==> src/rtl/sweep_scheduler.sv <==
// -----------------------------------------------------------------------------
// sweep_scheduler
//   Sequences a triangle datapath. It issues enable strobes at a programmable
//   rate, tracks which half of the triangle the strobe belongs to, and counts
//   completed periods. One period is 2*(2^N-1) strobes.
//
// Ports
//   clk          single clock, all state changes on its rising edge
//   rst          asynchronous active-low reset
//   start        level; begins a sweep when seen high in IDLE
//   stop         level; aborts any activity (highest priority)
//   pause        level; freezes a running sweep while high
//   divisor      strobe spacing, one strobe every divisor+1 cycles
//   cycles       number of periods to run, 0 = run until stop
//   ena          registered one-cycle strobe for the datapath enable
//   phase        registered, 0 = rising half, 1 = falling half
//   busy         high while running or paused
//   done         registered one-cycle pulse at sweep completion
//   cycles_done  completed periods of the current or last sweep
// -----------------------------------------------------------------------------
module sweep_scheduler #(
    parameter int N     = 8,
    parameter int DIV_W = 16,
    parameter int CYC_W = 8
) (
    input  logic             clk,
    input  logic             rst,
    input  logic             start,
    input  logic             stop,
    input  logic             pause,
    input  logic [DIV_W-1:0] divisor,
    input  logic [CYC_W-1:0] cycles,
    output logic             ena,
    output logic             phase,
    output logic             busy,
    output logic             done,
    output logic [CYC_W-1:0] cycles_done
);

    localparam int STEP_W = N + 1;
    localparam int STEPS  = 2 * ((1 << N) - 1);
    localparam logic [STEP_W-1:0] STEP_LAST = STEP_W'(STEPS - 1);
    localparam logic [STEP_W-1:0] STEP_HALF = STEP_W'((1 << N) - 1);

    localparam logic [1:0] S_IDLE   = 2'd0;
    localparam logic [1:0] S_RUN    = 2'd1;
    localparam logic [1:0] S_PAUSED = 2'd2;
    localparam logic [1:0] S_DONE   = 2'd3;

    logic [1:0]        state;
    logic [DIV_W-1:0]  presc;
    logic [DIV_W-1:0]  div_q;
    logic [CYC_W-1:0]  cyc_q;
    logic [STEP_W-1:0] step;
    logic [CYC_W-1:0]  cd_inc;

    assign busy   = (state == S_RUN) || (state == S_PAUSED);
    assign cd_inc = cycles_done + CYC_W'(1);

    always_ff @(posedge clk or negedge rst) begin
        if (!rst) begin
            state       <= S_IDLE;
            ena         <= 1'b0;
            phase       <= 1'b0;
            done        <= 1'b0;
            cycles_done <= '0;
            presc       <= '0;
            step        <= '0;
            div_q       <= '0;
            cyc_q       <= '0;
        end else begin
            // Both strobes default low; only the paths below raise them.
            ena  <= 1'b0;
            done <= 1'b0;
            case (state)
                S_IDLE: begin
                    if (start && !stop) begin
                        state       <= S_RUN;
                        div_q       <= divisor;
                        cyc_q       <= cycles;
                        presc       <= '0;
                        step        <= '0;
                        cycles_done <= '0;
                        phase       <= 1'b0;
                    end
                end
                S_RUN: begin
                    if (stop) begin
                        state <= S_IDLE;
                        presc <= '0;
                        step  <= '0;
                        phase <= 1'b0;
                    end else if (pause) begin
                        state <= S_PAUSED;
                    end else if (presc == div_q) begin
                        presc <= '0;
                        ena   <= 1'b1;
                        // Phase describes the strobe being issued, so it is
                        // taken from the step value before it advances.
                        phase <= (step >= STEP_HALF);
                        if (step == STEP_LAST) begin
                            step        <= '0;
                            cycles_done <= cd_inc;
                            // The last strobe of the final period still goes out.
                            if (cyc_q != '0 && cd_inc == cyc_q)
                                state <= S_DONE;
                        end else begin
                            step <= step + STEP_W'(1);
                        end
                    end else begin
                        presc <= presc + DIV_W'(1);
                    end
                end
                S_PAUSED: begin
                    if (stop) begin
                        state <= S_IDLE;
                        presc <= '0;
                        step  <= '0;
                        phase <= 1'b0;
                    end else if (!pause) begin
                        state <= S_RUN;
                    end
                end
                default: begin  // S_DONE
                    // done is raised here, one cycle after the final strobe,
                    // so it never overlaps ena.
                    state <= S_IDLE;
                    if (stop) begin
                        presc <= '0;
                        step  <= '0;
                        phase <= 1'b0;
                    end else begin
                        done <= 1'b1;
                    end
                end
            endcase
        end
    end

endmodule

==> config.mk <==
export PLATFORM = sky130hd
export DESIGN_NAME = sweep_scheduler
export DESIGN_NICKNAME = d
export VERILOG_FILES = /design/src/rtl/sweep_scheduler.sv
export SDC_FILE = /design/constraint.sdc
export NUM_CORES = 1
export LEC_CHECK = 0
export CAP_MARGIN = 25
export CORE_AREA = 2 2 81 83
export DETAILED_ROUTE_END_ITERATION = 10
export DIE_AREA = 0 0 83 85
export PLACE_DENSITY = 0.79
export SETUP_SLACK_MARGIN = 0.15
export SYNTH_ARGS = -nofsm -noshare
export SYNTH_HDL_FRONTEND = slang
export SYNTH_SLANG_ARGS = --single-unit
==> constraint.sdc <==
create_clock -name clk -period 2.4 [get_ports clk]
set_input_delay 0.48 -clock clk [delete_from_list [all_inputs] [get_ports clk]]
set_output_delay 0.48 -clock clk [all_outputs]
set_load 0.1 [all_outputs]
* Word level (Yosys, flattened, before mapping) *
Index checks and enable logic that the tools add are counted.
W data, S select, Z words.

operators by class
  add/subtract/negate cells = 3
  multiply operators = 0
  div/mod/pow operators = 0
  order comparisons = 1
  equal/unequal tests = 16
  shift-type cells = 0
  muxes and demuxes = 40
  bitwise gates (word level) = 0
  reduce and logical (&&, ||, !) cells = 14

operators by type and width
  cell                     count
  $mux W16                 5
  $mux W9                  6
  $mux W8                  5
  $pmux W16 S2             1
  $pmux W9 S2              1
  $add A16 B1 Y16 const B  1
  $eq A16 B16 Y1           1
  $mux W2                  8
  $pmux W8 S2              1
  $ne A4 B3 Y1 const B     3
  $mux W1                  11
  $add A9 B1 Y9 const B    1
  $eq A9 B9 Y1 const B     1
  $ge A9 B8 Y1 const B     1
  $add A8 B1 Y8 const B    1
  $eq A8 B8 Y1             1
  $reduce_bool A8 Y1       1
  $ne A2 B2 Y1 const B     3
  $ne A3 B3 Y1 const B     2
  $pmux W2 S3              1
  $reduce_and A6 Y1        1
  $reduce_and A5 Y1        1
  $ne A2 B1 Y1 const B     2
  $reduce_and A4 Y1        1
  13 further kinds         14

storage, ports and cells
  flip-flop bits (word level) = 62
  latch bits = 0
  memory bits (writable) = 0
  bits in read-only memories = 0
  bits of input ports = 29
  output and inout port bits = 12
  word-level logic and storage cells = 83
  memories kept = 0

* Logic depth before layout (Yosys ltp) *
Gate-level depths: netlist (run 1).

  depth after elaboration = 9
  mapped depth = 9
  gate-level depth less buffers = 8

* Least setup slack after synthesis (run 1) *
Ideal clock, no wire load.

  path kind = reg2reg
  from = reg cycles_done[0]
  to = reg state[0]
  library setup time = 0.125 ns
  arrival time = 2.708 ns
  required time = 2.275 ns
  setup slack = -0.433 ns
  cell stages (with the launch flop) = 8
  path buffers = 1
  clock period less this slack = 2.833 ns
  cell sequence = dfrtp_1 > ha_1 > clkbuf_1 > xnor2_1 > or3_1 > a211o_1 > o31ai_1 > mux2_2

between the ends
  cells in the longest elaborated chain, start to end = 5

ends and longest elaborated chain
  what                                RTL line  RTL
  from (decl)                         37        output logic [CYC_W-1:0] cycles_done
  from (signal assigned)              103       cycles_done <= cd_inc;
  $add A8 B1 Y8                       58        assign cd_inc = cycles_done + CYC_W'(1);
  $eq A8 B8 Y1                        105       if (cyc_q != '0 && cd_inc == cyc_q)
  $logic_and A1 B1 Y1                 105
  $ne A4 B3 Y1 (no source line)       -
  $reduce_and A5 Y1 (no source line)  -
  to (signal assigned)                106       state <= S_DONE;
  to (signal assigned)                116       state <= S_IDLE;
  to (signal assigned)                121       state <= S_RUN;
  to (decl)                           50        logic [1:0] state;

No other way between the ends.
A chain may end at the register's enable or synchronous reset.

* Worst setup path in the final report (run 1) *
  from = reg presc[9]
  to = reg cycles_done[5]

between the ends
  cells in the longest elaborated chain, start to end = 3

ends and longest elaborated chain
  what                                RTL line  RTL
  from (decl)                         51        logic [DIV_W-1:0] presc;
  from (signal assigned)              111       presc <= presc + DIV_W'(1);
  $eq A16 B16 Y1                      95        end else if (presc == div_q) begin
  $ne A2 B1 Y1 (no source line)       -
  $reduce_and A6 Y1 (no source line)  -

No other way between the ends.

==> results.py, run 1 <==
metrics = {
    "detailed_routing": {
        "ant_nets": 0,
        "vias_per_cell": 5.84,
        "post_drt_wl_per_cell_um": 16.8,
        "vias": 2819,
        "drt_iter0_markers": 107,
        "routed_wirelength_um": 8110,
        "drt_pass1_iterations": 4,
        "drc": 0,
    },
    "sta": {
        "setup_tns_ps": 0,
        "hold_viol": 0,
        "post-route-min-period_ps": 2260,
        "period_share": 0.940,
        "setup_viol": 0,
        "slew-limit-headroom": 0.695,
        "rsz0062_at_grt": "yes",
        "drv_slew": 0,
        "tightest_slew_ps": 453,
        "max_freq_mhz": 443,
        "fin_worst_skew_ps": 8.43,
    },
    "grt": {
        "antenna_found_initial": 0,
        "grt_usage": 0.224,
        "first_global_vias": 2745,
        "grt_pass1_wl_um": 12600,
        "grt_max_degree": 49,
        "grt_overflow": 0,
    },
    "synth": {
        "ys_warn_count": 0,
        "syn_avg_cell_area_um2": 10.5,
        "synth-edff-count": 0,
        "synth_ff_type": "dfrtp_1",
        "synthDistinctLibCells": 47,
        "yosysSeqAreaShare": 0.458,
        "synth_nets": 360,
        "synthCells": 322,
        "ys_seq_elements": 62,
        "syn_area_um2": 3390,
        "yosysTopAreaCell": "dfrtp_1",
        "async_flop_share": 1.00,
        "synthTopCellsByArea": "dfrtp_1, xnor2_1, mux2_2",
        "synth.most_common_cell": "dfrtp_1",
        "synth_top_area_share": 0.458,
        "synth_commonest_cells": "dfrtp_1, xnor2_1, nor2_1",
    },
    "cts": {
        "path_clk_slew_ps": 70,
        "cts_made_buffers": 9,
        "cts.htree.levels": 3,
        "cts-root-buf": "clkbuf_8",
        "clock-sinks": 62,
        "clkLatencyLatePin_ps": 350,
        "ctsLongestPathBuffers": 2,
        "cts_tree": "built",
        "postCtsHoldBufs": 0,
    },
    "placed_design": {
        "gp_congestion": 0.938,
        "placed_cells": 455,
        "io_buffers": 40,
        "dp_hpwl_um": 5320,
    },
    "setup_path": {
        "required_ps": 2630,
        "cp_data_arrival_time_ps": 2490,
        "path_class": "reg -> reg",
        "end_kind": "register",
        "cp_max_fo": 5,
        "startpoint_type": "register",
    },
    "layout": {
        "drive_above_1_share": 0.308,
        "area_growth_pct": 33.2,
        "final_util": 0.727,
        "instances_no_fill": 483,
        "diodes": 0,
        "fin_nets": 439,
    },
    "floorplanning": {
        "die_h_um": 85,
        "io_pins": 41,
        "die_w_um": 83,
        "initial_core_util": 0.546,
        "core_um2": 6200,
        "rows": 29,
        "die_area_um2": 7060,
    },
    "flow_run": {
        "max_cap_viol_count": 0,
    },
    "worst_hold_path": {
        "holdCritPathClass": "in -> async",
    },
    "power": {
        "powerDensity_nw_per_um2": 949,
        "power_leakage_uw": 0.00193,
        "ir_drop_v": 0.000780,
    },
    "outcome": {
        "status": "complete, no violations",
    },
}
## metrics by stage
step	power, uW	setup slack [ps]	area (um^2)	hold WS [ps]
6_report	4280	143	4510	41.3
5_1_grt	4500	25.4	4510	65.4
4_1_cts	4100	153	4330	40.1
3_5_place_dp	2960	-113	4050	417
3_3_place_gp	2910	-33.8	4050	412
2_1_floorplan	2480	56.3	3410	184
## worst max-delay path, stage by stage (launching register included)
cell and delay [ps]:
dfrtp_2 450, xnor2_1 170, nand4_1 160, nor4_4 430, o2111ai_4 240, buf_4 200, and2_1 190, a211o_1 300
## timing repair
action	4_1_cts	5_1_grt
buffers inserted	4	8
endpoints found under the setup margin	9	26
gates resized for setup	2	28
pin swaps	4	7
## cell usage in the layout (no fill, tap or decap), types with 3 or more instances in the layout
cell type,synthesis,final
a21oi_1,6,5
ha_1,9,6
clkbuf_8,0,9
xnor2_1,34,30
and2_1,6,6
nand3_1,17,16
a211o_1,4,4
or3_1,6,6
nor3_1,5,5
xor2_1,9,9
clkdlybuf4s50_1,0,27
or4_1,4,3
bufinv_16,0,3
dfrtp_2,0,9
mux2_2,26,25
nand4_1,11,11
inv_1,10,9
nand2b_1,3,3
nor2_1,27,26
o31ai_1,5,4
nand2_1,18,17
and4_1,4,4
o21ai_0,10,10
xnor2_2,0,4
o211ai_1,3,3
buf_4,0,46
dfrtp_1,62,51
nor2b_1,7,4
## final cells by class
class                      instances  area (um^2)
multi-input combinational        240         1880
fill                             451         1690
sequential                        62         1570
timing repair buffer              78          683
clock buffer                       9          124
clock inverter                     7          123
tap                               77         96.3
inverter                          10         37.5
## per-layer routing
metal  share of wire  track usage  vias up
li1                -            -     1317
met1            0.41        0.271     1382
met2            0.50        0.387       97
met3           0.054       0.0409       23
met4           0.032        0.107        0
met5               0            0        -
## logic make-up (layout without fill, tap and decap cells)
family / after synthesis / count (layout) / share of synthesized area
DFF: 62 / 62 / 0.458
buffers and inverters: 20 / 104 / 0.0248
adders and majority gates: 9 / 9 / 0.0332
and+or+nand+nor: 114 / 114 / 0.179
xor gates and xnor gates: 43 / 43 / 0.111
muxes: 27 / 27 / 0.0894
AOI/OAI and AO/OA: 47 / 47 / 0.104
## power by group
group / total [uW] / internal [uW] / switching (uW)
Sequential: 1550 / 1300 / 247
Clock: 1130 / 692 / 439
Combinational: 1610 / 788 / 817
## worst paths after layout
path,slack (ps),cells after the start,start,end
setup / recovery,140,7,presc[9],cycles_done[5]
hold / removal,40,1,rst,cycles_done[6]
setup reg to reg,140,7,presc[9],cycles_done[5]
hold reg to reg,480,2,phase,phase
max in group asynchronous,1780,2,rst,presc[0]
min in group clk,480,2,phase,phase
## sequential cells by signal, indices dropped and copies added (netlist names)
name / count
cyc_q: 8
presc: 16
div_q: 16
done: 1
step: 9
ena: 1
state: 2
phase: 1
cycles_done: 8
(Power assumes the default switching activity.)
==> inputs of run 2 (changes only) <==
ABC_AREA = 1   (was default)
CORE_AREA = 2 2 75 95   (was 2 2 81 83)
DIE_AREA = 0 0 77 97   (was 0 0 83 85)
==> run 2 against run 1 <==
Die area grew 5.9%. Total power is 3.2% lower. Critical path type unchanged. Sequential cell count is the same. Via count increased by 14%. Utilization fell by 6.9 points. Cell count is 29% higher. Critical endpoint is now presc[9].
==> results.py, run 2 <==
metrics = {
    "sta": {
        "fin_ws_ps": 389,
        "drv_slew": 0,
        "period_share": 0.838,
        "tightest_slew_ps": 423,
        "fin_worst_skew_ps": 3.50,
        "rsz0062_at_grt": "no",
        "slew-limit-headroom": 0.717,
        "hold_viol": 0,
        "setup_tns_ps": 0,
        "setup_viol": 0,
        "max_freq_mhz": 497,
        "post-route-min-period_ps": 2010,
    },
    "grt": {
        "first_global_vias": 3010,
        "grt_usage": 0.225,
        "grt_max_degree": 47,
        "antenna_found_initial": 0,
        "use_met1": 0.282,
        "grt_pass1_wl_um": 13500,
        "grt_overflow": 0,
        "use_met2": 0.373,
        "busiest_layer": "met2",
        "met3_usage": 0.0494,
    },
    "setup_path": {
        "cp_data_arrival_time_ps": 2270,
        "end_kind": "register",
        "required_ps": 2660,
        "critical-path-top-delay-family": "simple AND/OR/NAND/NOR gates",
        "startpoint": "state[1]",
        "slowest_delay_ps": 420,
        "r2r_start": "state[1]",
        "cp_cell_sequence": "inv_1, ha_2, inv_2, nor2_2, nand2_1, nand3_4, inv_1, nand2_4, inv_2, buf_4, nor3_1",
        "path_class": "reg -> reg",
        "cp.buffers_inverters": 5,
        "slowest_stage": "dfrtp_1",
        "startpoint_type": "register",
        "cp_max_fo": 12,
    },
    "synth": {
        "synthCells": 483,
        "synth.most_common_cell": "nand2_1",
        "synth_nets": 521,
        "synthDistinctLibCells": 33,
        "synth_ff_type": "dfrtp_1",
        "yosysSeqAreaShare": 0.428,
        "syn_avg_cell_area_um2": 7.50,
        "synth_commonest_cells": "nand2_1, nor2_1, dfrtp_1, inv_1, nand3_1",
        "synth-edff-count": 0,
        "yosysTopAreaCell": "dfrtp_1",
        "synth_top_area_share": 0.428,
        "ys_warn_count": 0,
        "async_flop_share": 1.00,
        "ys_seq_elements": 62,
        "synthTopCellsByArea": "dfrtp_1, nand2_1, nor2_1",
        "syn_area_um2": 3620,
    },
    "cts": {
        "cts_setup_buffers": 0,
        "cts.htree.levels": 3,
        "clkLatencyLatePin_ps": 340,
        "ctsLongestPathBuffers": 2,
        "path_clk_slew_ps": 60,
        "cts-root-buf": "clkbuf_8",
        "clock-sinks": 62,
        "cts_tree": "built",
        "cts_made_buffers": 9,
    },
    "floorplanning": {
        "io_pins": 41,
        "die_area_um2": 7470,
        "initial_core_util": 0.555,
        "rows": 33,
        "die_h_um": 97,
        "die_w_um": 77,
        "core_um2": 6520,
    },
    "power": {
        "power_leakage_uw": 0.00204,
        "intPower_uw": 2390,
        "powerDensity_nw_per_um2": 966,
        "p_sw_uw": 1760,
        "seqPwrFrac": 0.369,
        "clockPowerShare": 0.203,
        "combinationalPowerShare": 0.428,
        "ir_drop_v": 0.000735,
        "p_sw_frac": 0.424,
    },
    "detailed_routing": {
        "post_drt_wl_per_cell_um": 12.5,
        "vias": 3212,
        "drt_iter0_markers": 190,
        "vias_per_cell": 5.16,
        "drc": 0,
        "routed_wirelength_um": 7790,
        "drt_pass1_iterations": 5,
        "ant_nets": 0,
    },
    "layout": {
        "final_cell_mix": "nand2_1, nor2_1, inv_1, dfrtp_1, nand3_1",
        "area_growth_pct": 18.5,
        "drive_above_1_share": 0.127,
        "fin_nets": 568,
        "final_common_cell": "nand2_1",
        "top_regs": "div_q x16, presc x16, step x9",
        "diodes": 0,
    },
    "outcome": {
        "status": "complete, no violations",
    },
    "placed_design": {
        "io_buffers": 40,
        "dp_hpwl_um": 5690,
        "pre_cts_ws_ps": 93.0,
        "gp_congestion": 0.886,
    },
    "flow_run": {
        "max_cap_viol_count": 0,
    },
    "worst_hold_path": {
        "holdCritPathClass": "in -> async",
    },
}
==> run 2: per-stage QoR <==
stage	hold WS [ps]	cells	utilization	area (um^2)	total power, uW
global placement	433	606	0.630	4110	3250
finish	67.5	622	0.658	4290	4150
floorplan	184	483	-	3630	2920
CTS	74.3	622	0.658	4290	4170
detailed placement	434	606	0.630	4110	3310
global route	80.3	622	0.658	4290	4480
==> run 2: timing repair <==
action,4_1_cts,5_1_grt
setup endpoints to repair,0,1
hold buffers,0,0
resized for setup,0,1
==> run 2: path summary, 6_finish.rpt <==
path                             endpoint  slack [ps]  cells after the start
max                              presc[9]         390                     11
min                              state[1]          70                      1
max reg2reg                      presc[9]         390                     11
min reg2reg                      div_q[6]         520                      1
max in group asynchronous  cycles_done[0]        1730                      2
min in group clk                 div_q[6]         520                      1
==> run 2: layout make-up <==
class	instances	area (um^2)
timing repair buffer	46	435
clock buffer	16	180
fill	568	2230
multi-input combinational	344	1760
inverter	67	251
tap	87	109
sequential	62	1550
==> run 2: kinds of logic (layout without fill, tap and decap cells) <==
group / after synthesis / count (layout) / synth area share
AO/OA/AOI/OAI: 61 / 61 / 0.0939
buffers and inverters: 77 / 129 / 0.0860
XOR/XNOR: 10 / 10 / 0.0242
multiplexers: 7 / 7 / 0.0218
AND/OR/NAND/NOR: 257 / 257 / 0.315
adder cells (fa/ha/maj): 9 / 9 / 0.0311
flip-flops: 62 / 62 / 0.428
==> run 2: worst register-to-register path: cells and delay by family, from the launching register on <==
family / cells / cell delay, ps
flops: 1 / 420
simple gates: 5 / 660
fa+ha+maj: 1 / 290
buf+inv: 5 / 580
==> run 2: per-layer routing <==
layer  part of all wire  wire length (um)
met5                  0                 0
met3              0.049               378
met4              0.030               231
met2               0.50              3920
met1               0.42              3260
==> run 2: power by group through the flow <==
stage	Combinational, uW	Clock (uW)	Sequential [uW]
4_1_cts	1780	861	1530
3_3_place_gp	1720	0	1530
2_1_floorplan	1300	0	1620
3_5_place_dp	1770	0	1540
5_1_grt	2000	909	1570
6_report	1770	842	1530
==> inputs of run 3 (changes only) <==
clock period = 1.9 ns   (was 2.4 ns; I/O delays follow)
==> run 3 against run 2 <==
Routed wire length up 30%. Sequential cell count unchanged. Register-to-register slack worse by 340 ps. Total power up 62%. Non-clock buffer count up 48. Cell count up 7.7%. Fmax up 8.8%. Utilization up 13 points. Global-route usage up 3.4 points. Clock-buffer cell count down 7. Final area up 20%. Sequential share of layout area down 5.4 points. Largest cell class unchanged. Largest power group unchanged.
==> results.py, run 3 (same netlist as run 2, synthesis figures left out) <==
metrics = {
    "layout": {
        "fin_nets": 616,
        "area_growth_pct": 41.9,
        "final_cell_mix": "nand2_1, nor2_1, inv_1, dfrtp_1, buf_4",
        "instances_no_fill": 670,
        "final_util": 0.788,
        "diodes": 0,
        "drive_above_1_share": 0.297,
        "multi_input_area_um2": 1980,
        "regArea_um2": 1580,
        "nFillCells": 419,
        "top_regs": "div_q x16, presc x16, step x9",
        "final_common_cell": "nand2_1",
    },
    "setup_path": {
        "end_kind": "register",
        "cp_data_arrival_time_ps": 2110,
        "cp.depth": 12,
        "slowest_delay_ps": 390,
        "path_class": "reg -> reg",
        "r2r_start": "state[1]",
        "critical-path-top-delay-family": "simple AND/OR/NAND/NOR gates",
        "timing.rr.end": "presc[14]",
        "cp_max_fo": 6,
        "endpoint": "presc[14]",
        "startpoint_type": "register",
        "startpoint": "state[1]",
        "cp.buffers_inverters": 3,
        "slowest_stage": "dfrtp_1",
        "required_ps": 2160,
        "cp_cell_sequence": "inv_2, ha_4, inv_4, nor2_4, nand2_2, nand3_4, nor2_4, inv_2, nor4_4, nand3_1, nand2_1, nor2_1",
        "r2r_cells": 12,
        "r2r_slack_ps": 50,
    },
    "power": {
        "seqPwrFrac": 0.290,
        "ir_drop_v": 0.00109,
        "intPower_uw": 4000,
        "p_sw_frac": 0.405,
        "p_sw_uw": 2720,
        "combinationalPowerShare": 0.496,
        "power_leakage_uw": 0.00239,
        "powerDensity_nw_per_um2": 1310,
        "clockPowerShare": 0.215,
    },
    "grt": {
        "grt_pass1_wl_um": 15500,
        "grt_overflow": 0,
        "grt_usage": 0.259,
        "grt_max_degree": 24,
        "antenna_found_initial": 0,
        "first_global_vias": 3616,
    },
    "cts": {
        "cts_tree": "built",
        "ctsLongestPathBuffers": 2,
        "cts.htree.levels": 3,
        "path_clk_slew_ps": 80,
        "cts_made_buffers": 9,
        "clock-sinks": 62,
        "cts-root-buf": "clkbuf_8",
        "clkLatencyLatePin_ps": 360,
    },
    "floorplanning": {
        "die_h_um": 97,
        "rows": 33,
        "core_um2": 6520,
        "initial_core_util": 0.555,
        "io_pins": 41,
        "die_area_um2": 7470,
        "die_w_um": 77,
    },
    "sta": {
        "rsz0062_at_grt": "yes",
        "tightest_slew_ps": 499,
        "fin_ws_ps": 51.7,
        "fin_worst_skew_ps": 14.4,
        "period_share": 0.973,
        "hold_viol": 0,
        "drv_slew": 0,
        "slew-limit-headroom": 0.667,
        "whs_ps": 365,
        "setup_viol": 0,
        "post-route-min-period_ps": 1850,
        "setup_tns_ps": 0,
        "max_freq_mhz": 541,
    },
    "worst_hold_path": {
        "holdCritPathClass": "in -> reg",
        "hp-start": "stop",
    },
    "placed_design": {
        "pre_cts_ws_ps": -158,
        "dp_hpwl_um": 6340,
        "gp_congestion": 0.897,
        "placed_cells": 624,
        "io_buffers": 40,
    },
    "flow_run": {
        "max_cap_viol_count": 0,
    },
    "detailed_routing": {
        "ant_nets": 0,
        "vias": 3682,
        "vias_per_cell": 5.50,
        "routed_wirelength_um": 10100,
        "drt_pass1_iterations": 5,
        "drc": 0,
        "drt_iter0_markers": 239,
        "post_drt_wl_per_cell_um": 15.1,
    },
    "outcome": {
        "status": "complete, no violations",
    },
}
[run 3: worst min path at each step]
stage,endpoint,slack [ps],depth (start not counted)
finish,done,360,2
global route,done,360,2
CTS,cycles_done[1],510,2
detailed placement,cyc_q[7],360,1
global placement,cyc_q[7],370,1
floorplan,cyc_q[0],80,0
[run 3: layout make-up]
type,instances,area share
clock inverter,7,0.0236
multi-input combinational,344,0.385
clock buffer,9,0.0241
inverter,67,0.0509
tap,87,0.0212
timing repair buffer,94,0.188
sequential,62,0.308
[run 3: layer usage]
metal | track usage | vias up | wire (um)
li1 | - | 1727 | -
met1 | 0.272 | 1731 | 3710
met2 | 0.464 | 170 | 5310
met3 | 0.0522 | 54 | 513
met4 | 0.166 | 0 | 567
met5 | 0 | - | 0
[run 3: timing repair]
item | in CTS | in global routing
hold endpoints to repair | 17 | 0
setup endpoints to repair | 25 | 32
setup buffers | 15 | 13
gates cloned | 0 | 1
gates resized for setup | 17 | 54
pin swaps | 12 | 31
hold buffers | 1 | 0
[run 3: stage by stage]
stage	power [uW]	instance area [um^2]
after global routing	7120	5140
after global placement	4520	4440
final	6730	5140
after detailed placement	4610	4440
after floorplan	3720	3670
after CTS	6380	4860
[run 3: power by group through the flow]
stage | clock network (uW) | logic (uW) | registers [uW]
after floorplan | 0 | 1660 | 2060
after global placement | 0 | 2550 | 1960
after detailed placement | 0 | 2630 | 1980
after CTS | 1460 | 2980 | 1950
after global routing | 1530 | 3590 | 2000
final | 1440 | 3330 | 1950
